File: src/rtl/encoder_32_to_5.sv
// rtl/encoder_32_to_5.sv - registered 32-to-5 priority encoder for register-file bus-drive requests
module encoder_32_to_5 (
    input  logic       R0out,
    input  logic       R1out,
    input  logic       R2out,
    input  logic       R3out,
    input  logic       R4out,
    input  logic       R5out,
    input  logic       R6out,
    input  logic       R7out,
    input  logic       R8out,
    input  logic       R9out,
    input  logic       R10out,
    input  logic       R11out,
    input  logic       R12out,
    input  logic       R13out,
    input  logic       R14out,
    input  logic       R15out,
    input  logic       HIout,
    input  logic       LOout,
    input  logic       Zhighout,
    input  logic       Zlowout,
    input  logic       PCout,
    input  logic       MDRout,
    input  logic       InPortout,
    input  logic       Cout,
    input  logic       in24,
    input  logic       in25,
    input  logic       in26,
    input  logic       in27,
    input  logic       in28,
    input  logic       in29,
    input  logic       in30,
    input  logic       in31,
    output logic [4:0] out,
    output logic       valid,
    input  logic       clk,
    input  logic       reset
);

    logic [31:0] req;
    logic [4:0]  win_code;
    logic        any_req;

    // Gather the individual request lines into one vector indexed by select code
    assign req = {in31, in30, in29, in28, in27, in26, in25, in24,
                  Cout, InPortout, MDRout, PCout, Zlowout, Zhighout, LOout, HIout,
                  R15out, R14out, R13out, R12out, R11out, R10out, R9out, R8out,
                  R7out, R6out, R5out, R4out, R3out, R2out, R1out, R0out};

    // Lowest asserted index wins: scan downward so the smallest index is written last
    always_comb begin
        win_code = 5'd0;
        for (int i = 31; i >= 0; i--) begin
            if (req[i]) begin
                win_code = 5'(i);
            end
        end
    end

    assign any_req = |req;

    // Register the code and valid flag; reset clears both without waiting for clk
    always_ff @(posedge clk or posedge reset) begin
        if (reset) begin
            out   <= 5'd0;
            valid <= 1'b0;
        end else begin
            out   <= win_code;
            valid <= any_req;
        end
    end

endmodule

File: config.mk
export PLATFORM = sky130hd
export DESIGN_NAME = encoder_32_to_5
export DESIGN_NICKNAME = d
export VERILOG_FILES = /design/src/rtl/encoder_32_to_5.sv
export SDC_FILE = /design/constraint.sdc
export NUM_CORES = 1
export LEC_CHECK = 0
export ABC_AREA = 1
export CAP_MARGIN = 20
export CORE_MARGIN = 5
export CORE_UTILIZATION = 38
export DETAILED_ROUTE_END_ITERATION = 6
export GPL_TIMING_DRIVEN = 0
export HOLD_SLACK_MARGIN = 0.06
export PLACE_DENSITY = 0.83
export SLEW_MARGIN = 20
export SYNTH_ARGS = -nofsm -noshare
export SYNTH_HDL_FRONTEND = slang
export SYNTH_SLANG_ARGS = --single-unit
File: constraint.sdc
create_clock -name clk -period 0.8 [get_ports clk]
set_input_delay 0.16 -clock clk [delete_from_list [all_inputs] [get_ports clk]]
set_output_delay 0.16 -clock clk [all_outputs]
set_load 0.02 [all_outputs]
==> flow_summary.yaml, run 1 <==
power_and_ir_drop:
  switching_share: 0.292
  p_leak_uw: 0.000721
  power_switching_uw: 294
  clockPowerShare: 0.263
  intPower_uw: 714
  pwr_density_cell_mw_per_mm2: 806
  ir_worst_vdd_v: 0.000858
  power_frac_seq: 0.313
  combPwrFrac: 0.424
placement:
  place_congestion: 0.666
  port-buffer-count: 39
  dpl_cell_area_mm2: 0.00106
  hpwlAfterDp_um: 1440
  dp_cells: 169
sta:
  setup_viol: 12
  tightest_slew_ns: 0.334
  setup_slack_ns: -0.893
  slew_viol_final: 0
  grt_setup_unrepaired: "true"
  fin_crit_ns: 1.69
  relSlewSlack: 0.776
  max_freq_mhz: 591
  hold_viol: 0
  period_share: 2.12
critical_path:
  arrival_ns: 1.82
  cpMaxStageDelayCell: "buf_4"
  cp-end-kind: "register"
  slowest_delay_ns: 0.13
  start_kind: "input pin"
  setup.worst_path.class: "in2reg"
  worst-path-max-fanout: 2
  crit_path_frequent_cell: "nand2_1"
  critical_path_required_ns: 0.92
grt:
  grt_pass1_vias: 830
  grt_pass1_wl_um: 3350
  grt_use_total: 0.163
  grt_max_degree: 7
  grt_antenna_before_repair: 0
  overflow: 0
logic_synthesis:
  synth_warnings: 0
  synth_fp_nets: 148
  yosysSeqAreaShare: 0.240
  synth_cells: 114
  synth_top_area_frac: 0.259
  synth.distinct_cells: 18
  synth_top_area_cell: "nand2_1"
  ys_ff_latch: 6
  synth_area_leaders: "nand2_1 26%, dfrtp_1 24%, inv_1 17%, nor2_1 9.0%, bufinv_8 5.6%"
  syn_avg_cell_area_um2: 5.48
  netlist_area_um2: 624
cts:
  clock_sinks: 6
  clockBufferDepth: 2
  cts_made_buffers: 3
  cts_root_buf: "clkbuf_4"
  cts_tree: "built"
  ctsHoldBuffers: 0
  htree_levels: 1
  clk_pin_slew_ns: 0.04
finish:
  final_common_cell: "nand2_1"
  final_cell_mix: "37 x nand2_1, 26 x inv_1, 21 x dlygate4sd2_1"
  multiInputGateArea_um2: 425
  seq_area_um2: 150
  fin_cells: 184
  num_antenna_cells: 0
  syn_to_final_growth_pct: 100
  final_nets: 204
  stdcell_area_mm2: 0.00125
  drive_gt1_frac: 0.375
  fillers: 116
flow_run:
  drv_cap: 0
detailed_routing:
  postRouteWirelength_um: 1960
  routedWlPerCell_um: 10.6
  ant_nets: 0
  drc: 0
  vias_per_cell: 4.60
  drt-initial-drc-count: 16
  route.vias.total: 847
  dr.pass1.iters: 4
die:
  ios: 40
  fp-row-count: 14
  start_util: 0.410
  core_region_area_mm2: 0.00152
  die_area_mm2: 0.00255
  die_h_um: 50.5
  die_w_um: 50.5
worst_hold_path:
  hold_path.class: "in2async"
outcome:
  status: "finished with violations"
  violations: "setup timing"
## final cells by class
class,instances,share of cell area
Multi-Input combinational cell,74,0.340
Inverter,34,0.128
Timing Repair Buffer,51,0.378
Clock buffer,3,0.0180
Tap cell,16,0.0160
Sequential cell,6,0.120
## synthesized netlist by cell type (all sizes together)
| library cell | count |
|---|---|
| nand2 | 43 |
| inv | 32 |
| nor2 | 15 |
| dfrtp | 6 |
| a21oi | 3 |
| bufinv | 2 |
| nand3 | 2 |
| nor3 | 2 |
| nor4 | 2 |
| a211oi | 1 |
| a21boi | 1 |
| a311oi | 1 |
| a31oi | 1 |
| o21ai | 1 |
| o21bai | 1 |
| o31ai | 1 |
## layer usage
metal / vias to the layer above / track usage / wire [um]
li1: 444 / - / -
met1: 363 / 0.175 / 718
met2: 34 / 0.320 / 1120
met3: 6 / 0.0266 / 90
met4: 0 / 0.0383 / 31
met5: - / 0 / 0
## registers in the layout (all words and copies together), names as in the netlist
register,flops
out,5
valid,1
## critical path: cells and delay by family
family / cells / cell delay, ns
AOI/OAI and AO/OA: 1 / 0.06
buffers and inverters: 2 / 0.18
and+or+nand+nor: 28 / 1.38
## logic make-up (layout without fill, tap and decap cells)
logic type / after synthesis / in the layout / synth area share
flip-flops: 6 / 6 / 0.240
AND/OR/NAND/NOR: 64 / 64 / 0.401
buffers and inverters: 34 / 88 / 0.248
AO/OA/AOI/OAI: 10 / 10 / 0.110
## what timing repair did
item,in CTS,in global routing
pin swaps,51,33
setup endpoints to repair,12,12
gates resized for setup,121,9
buffers inserted,14,2
## stage by stage
step | hold slack [ns] | power, uW | setup TNS [ns] | util | setup slack (ns)
floorplan | -0.0490 | 473 | -1.49 | - | -0.770
global placement | 0.375 | 690 | -6.53 | 0.697 | -1.41
detailed placement | 0.384 | 700 | -6.66 | 0.697 | -1.46
CTS | 0.124 | 997 | -2.69 | 0.794 | -0.943
global route | 0.170 | 1090 | -4.27 | 0.821 | -1.19
finish | 0.130 | 1010 | -3.18 | 0.821 | -0.893
## power groups by stage
stage | clock network [uW] | registers, uW | logic [uW]
6_report | 265 | 316 | 427
5_1_grt | 302 | 316 | 469
4_1_cts | 283 | 316 | 399
3_5_place_dp | 0 | 319 | 381
3_3_place_gp | 0 | 318 | 372
2_1_floorplan | 0 | 329 | 144
## path summary, 6_finish.rpt
kind | endpoint | start | slack [ns] | depth (start not counted)
setup / recovery | out[0] | in29 | -0.89 | 31
min in group clk | out[0] | R0out | 0.23 | 2
max in group asynchronous | out[3] | reset | 0.49 | 2
hold / removal | out[2] | reset | 0.13 | 2
(Power assumes the default switching activity.)
==> run 2: changes to the inputs <==
- CELL_PAD_IN_SITES_DETAIL_PLACEMENT: default -> 2
- CELL_PAD_IN_SITES_GLOBAL_PLACEMENT: default -> 2
- CORE_UTILIZATION: 38 -> 17
- PLACE_DENSITY: 0.83 -> default
- PLACE_DENSITY_LB_ADDON: default -> 0.1
==> run 2 against run 1 <==
  * Sequential power about the same
  * Largest cell class unchanged
  * Clock-buffer cell count did not move
  * Clock power grew 70%
  * Global-route usage fell by 6.5 points
  * The run still ends with setup timing left
  * Routed wire length grew 18%
  * Critical endpoint unchanged
  * Flip-flop and latch count stayed put
  * Combinational power about the same
  * Largest power group is now the clock network
==> flow_summary.yaml, run 2 (synthesized netlist as in run 1, its figures left out) <==
outcome:
  status: "finished with violations"
  violations: "setup timing"
finish:
  fin_cells: 216
  final_common_cell: "nand2_1"
  drive_gt1_frac: 0.393
  final_cell_mix: "40 x nand2_1, 25 x inv_1, 20 x dlygate4sd2_1"
  final_nets: 204
  largest_reg_flops: 5
  reg_top3: "out x5, valid x1"
  fillers: 473
  syn_to_final_growth_pct: 107
  num_antenna_cells: 0
  fin_util: 0.358
  top_register: "out"
sta:
  period_share: 2.12
  setup_viol: 12
  fin_hold_ws_ns: 0.158
  slew_viol_final: 0
  grt_setup_unrepaired: "true"
  tightest_slew_ns: 0.290
  fin_crit_ns: 1.70
  setup_slack_ns: -0.900
  max_freq_mhz: 588
  setup-tns-final_ns: -3.14
  hold_viol: 0
  relSlewSlack: 0.805
cts:
  clockBufferDepth: 2
  cts_root_buf: "clkbuf_8"
  clk_pin_slew_ns: 0.03
  cts_tree: "built"
  htree_levels: 1
  clock_sinks: 6
  cts_made_buffers: 3
  ctsHoldBuffers: 0
critical_path:
  cpMaxStageDelayCell: "a21oi_2"
  cp-end-kind: "register"
  worst-path-max-fanout: 2
  critical_path_buf_inv_count: 2
  critical_path_required_ns: 0.95
  crit_path_frequent_cell: "nand2_1"
  crit_family: "simple AND/OR/NAND/NOR gates"
  arrival_ns: 1.85
  start_kind: "input pin"
  setup.worst_path.class: "in2reg"
  slowest_delay_ns: 0.11
placement:
  hpwlAfterDp_um: 1900
  port-buffer-count: 39
  dp_cells: 201
  post-place-ws_ns: -1.57
  place_congestion: 0.663
detailed_routing:
  drc: 0
  dr.pass1.iters: 2
  routedWlPerCell_um: 10.7
  vias_per_cell: 3.98
  postRouteWirelength_um: 2300
  drt-initial-drc-count: 18
  route.vias.total: 859
  ant_nets: 0
die:
  die_area_mm2: 0.00498
  ios: 40
  fp-row-count: 22
  start_util: 0.173
  die_w_um: 70.6
  core_region_area_mm2: 0.00361
  die_h_um: 70.6
power_and_ir_drop:
  ir_worst_vdd_v: 0.000323
  pwr_density_cell_mw_per_mm2: 923
  p_leak_uw: 0.000710
grt:
  grt_pass1_wl_um: 4060
  grt_busiest_layer: "met2"
  grt_max_degree: 7
  grt_antenna_before_repair: 0
  overflow: 0
  use_met2: 0.184
  grt_pass1_vias: 988
  use_met3: 0.0298
  grt.met1_usage: 0.104
  grt_use_total: 0.0981
flow_run:
  drv_cap: 0
worst_hold_path:
  hold_path.class: "in2async"
run 2: through the flow:
stage                     area [um2]  total power [uW]
after floorplan                  652               473
after CTS                       1260              1200
final                           1290              1190
after global placement          1100               701
after global routing            1290              1270
after detailed placement        1100               714
run 2: power breakdown:
| part | total, uW | switching, uW | internal, uW |
|---|---|---|---|
| logic | 425 | 198 | 227 |
| clock network | 451 | 128 | 323 |
| registers | 317 | 3.58 | 313 |
run 2: what timing repair did:
item / in CTS / in global routing
pin swaps: 46 / 29
endpoints found under the setup margin: 12 / 12
resized for setup: 121 / 8
setup buffers: 11 / 1
run 2: area by class of cell:
type                            instances  area [um2]  area share
Inverter                               34         155       0.120
Clock buffer                            3        41.3      0.0319
Tap cell                               48        60.1      0.0465
Multi-Input combinational cell         74         428       0.331
Sequential cell                         6         150       0.116
Timing Repair Buffer                   51         458       0.354
run 2: path summary, 6_finish.rpt:
path	from	end	slack, ns	cells past startpoint
max	in30	out[0]	-0.90	32
max in group asynchronous	reset	out[2]	0.46	2
min in group clk	in29	valid	0.26	5
min	reset	out[3]	0.16	2
run 2: per-layer routing:
layer | wire (um) | part of all wire | vias up
met4 | 25 | 0.011 | 0
li1 | - | - | 443
met3 | 110 | 0.048 | 3
met5 | 0 | 0 | -
met2 | 1250 | 0.54 | 25
met1 | 922 | 0.40 | 388
==> run 3: changes to the inputs <==
- PLACE_DENSITY: default -> 0.92
- PLACE_DENSITY_LB_ADDON: 0.1 -> default
==> run 3 against run 2 <==
  * Hold slack got worse by 0.022 ns
  * Final area rose by 4.6%
  * Utilization up 1.7 points
  * Combinational power is 8.9% higher
  * Critical endpoint unchanged
  * Sequential power barely moved
  * Power grew 2.2%
  * Cell count grew 1.9%
  * Global-route usage grew 2.3 points
  * First-iteration DRC count decreased by 39%
  * Routed wire length is 21% higher
  * Critical path type unchanged
  * The flow still finishes with violations (setup timing)
  * Clock power down 3%
  * Largest power group is now combinational logic
  * Clock-buffer cell count unchanged
==> flow_summary.yaml, run 3 (synthesized netlist as in run 1, its figures left out) <==
outcome:
  status: "finished with violations"
  violations: "setup timing"
sta:
  grt_setup_unrepaired: "true"
  tightest_slew_ns: 0.294
  relSlewSlack: 0.802
  max_freq_mhz: 542
  setup_slack_ns: -1.04
  slew_viol_final: 0
  fin_crit_ns: 1.84
  period_share: 2.30
  setup_viol: 12
  hold_viol: 0
power_and_ir_drop:
  pwr_density_cell_mw_per_mm2: 901
  ir_worst_vdd_v: 0.000679
  p_leak_uw: 0.000740
cts:
  clockBufferDepth: 2
  cts_tree: "built"
  ctsHoldBuffers: 0
  clk_pin_slew_ns: 0.04
  clock_sinks: 6
  cts_made_buffers: 3
  cts_root_buf: "clkbuf_8"
  htree_levels: 1
placement:
  dpl_cell_area_mm2: 0.00110
  hpwlAfterDp_um: 2190
  port-buffer-count: 39
  place_congestion: 0.844
  post-place-ws_ns: -1.66
detailed_routing:
  vias_per_cell: 4.16
  routedWlPerCell_um: 12.6
  route.vias.total: 916
  dr.pass1.iters: 2
  drt-initial-drc-count: 11
  ant_nets: 0
  postRouteWirelength_um: 2780
  drc: 0
finish:
  final_nets: 208
  largest_reg_flops: 5
  fin_util: 0.375
  num_antenna_cells: 0
  final_common_cell: "nand2_1"
  final_cell_mix: "41 x nand2_1, 26 x inv_1, 20 x buf_6"
  syn_to_final_growth_pct: 117
  drive_gt1_frac: 0.413
  stdcell_area_mm2: 0.00135
  top_register: "out"
  fillers: 446
  reg_top3: "out x5, valid x1"
worst_hold_path:
  holdPathStages: 2
  hold_path.class: "in2reg"
die:
  die_w_um: 70.6
  die_h_um: 70.6
  fp-row-count: 22
  start_util: 0.173
  die_area_mm2: 0.00498
  core_region_area_mm2: 0.00361
  ios: 40
grt:
  grt_pass1_wl_um: 4890
  grt_max_degree: 7
  overflow: 0
  grt_pass1_vias: 1126
  grt_use_total: 0.121
  grt_antenna_before_repair: 0
critical_path:
  cp-end-kind: "register"
  critical_path_required_ns: 0.91
  cpMaxStageDelayCell: "buf_2"
  setup.worst_path.class: "in2reg"
  crit_path_frequent_cell: "nand2_1"
  slowest_delay_ns: 0.12
  arrival_ns: 1.95
  start_kind: "input pin"
  worst-path-max-fanout: 2
flow_run:
  drv_cap: 0
[run 3: changes by cell type in the layout (fill, tap and decap cells not counted), sizes merged]
cell,change
buf,+10
dlygate4sd2,-5
clkdlybuf4s15,-2
bufinv,-1
clkbuf,+1
inv,+1
[run 3: repair_timing]
action                                  CTS  global route
setup buffers                            17             0
endpoints found under the setup margin   12            12
gates resized for setup                 148            14
pin swaps                                43            32
[run 3: per-stage QoR]
stage / setup TNS [ns] / total power, uW / hold WS [ns] / cells
after floorplan: -1.49 / 473 / -0.0490 / 114
after global placement: -6.88 / 696 / 0.375 / 201
final: -2.75 / 1220 / 0.136 / 220
after CTS: -3.06 / 1220 / 0.137 / 221
after detailed placement: -7.55 / 723 / 0.390 / 201
after global routing: -3.75 / 1320 / 0.136 / 220
[run 3: worst paths after layout]
kind                       startpoint     end  slack (ns)
worst max-delay path             in29  out[0]       -1.04
worst min-delay path            R0out  out[0]        0.14
max in group asynchronous       reset  out[1]        0.46
min in group asynchronous       reset  out[3]        0.15
[run 3: cell type report]
class                   count  area [um2]  area share
clock buffers               3        41.3      0.0305
well taps                  48        60.1      0.0444
inverters                  34         151       0.112
flip-flops and latches      6         150       0.111
repair buffers             55         508       0.376
multi-input cells          74         442       0.327
[run 3: routing by layer]
layer,global-route usage,share of wire
met3,0.0199,0.032
met1,0.104,0.32
met2,0.281,0.64
met4,0.0188,0.0036
met5,0,0
[run 3: worst max-delay path: cells and delay by family]
kind / cells / cell delay (ns)
compound gates: 1 / 0.05
buf+inv: 2 / 0.18
simple gates: 28 / 1.54
[run 3: report_power, final]
group	internal [uW]	switching (uW)	total (uW)
Sequential	313	3.76	317
Clock	322	116	438
Combinational	243	220	463
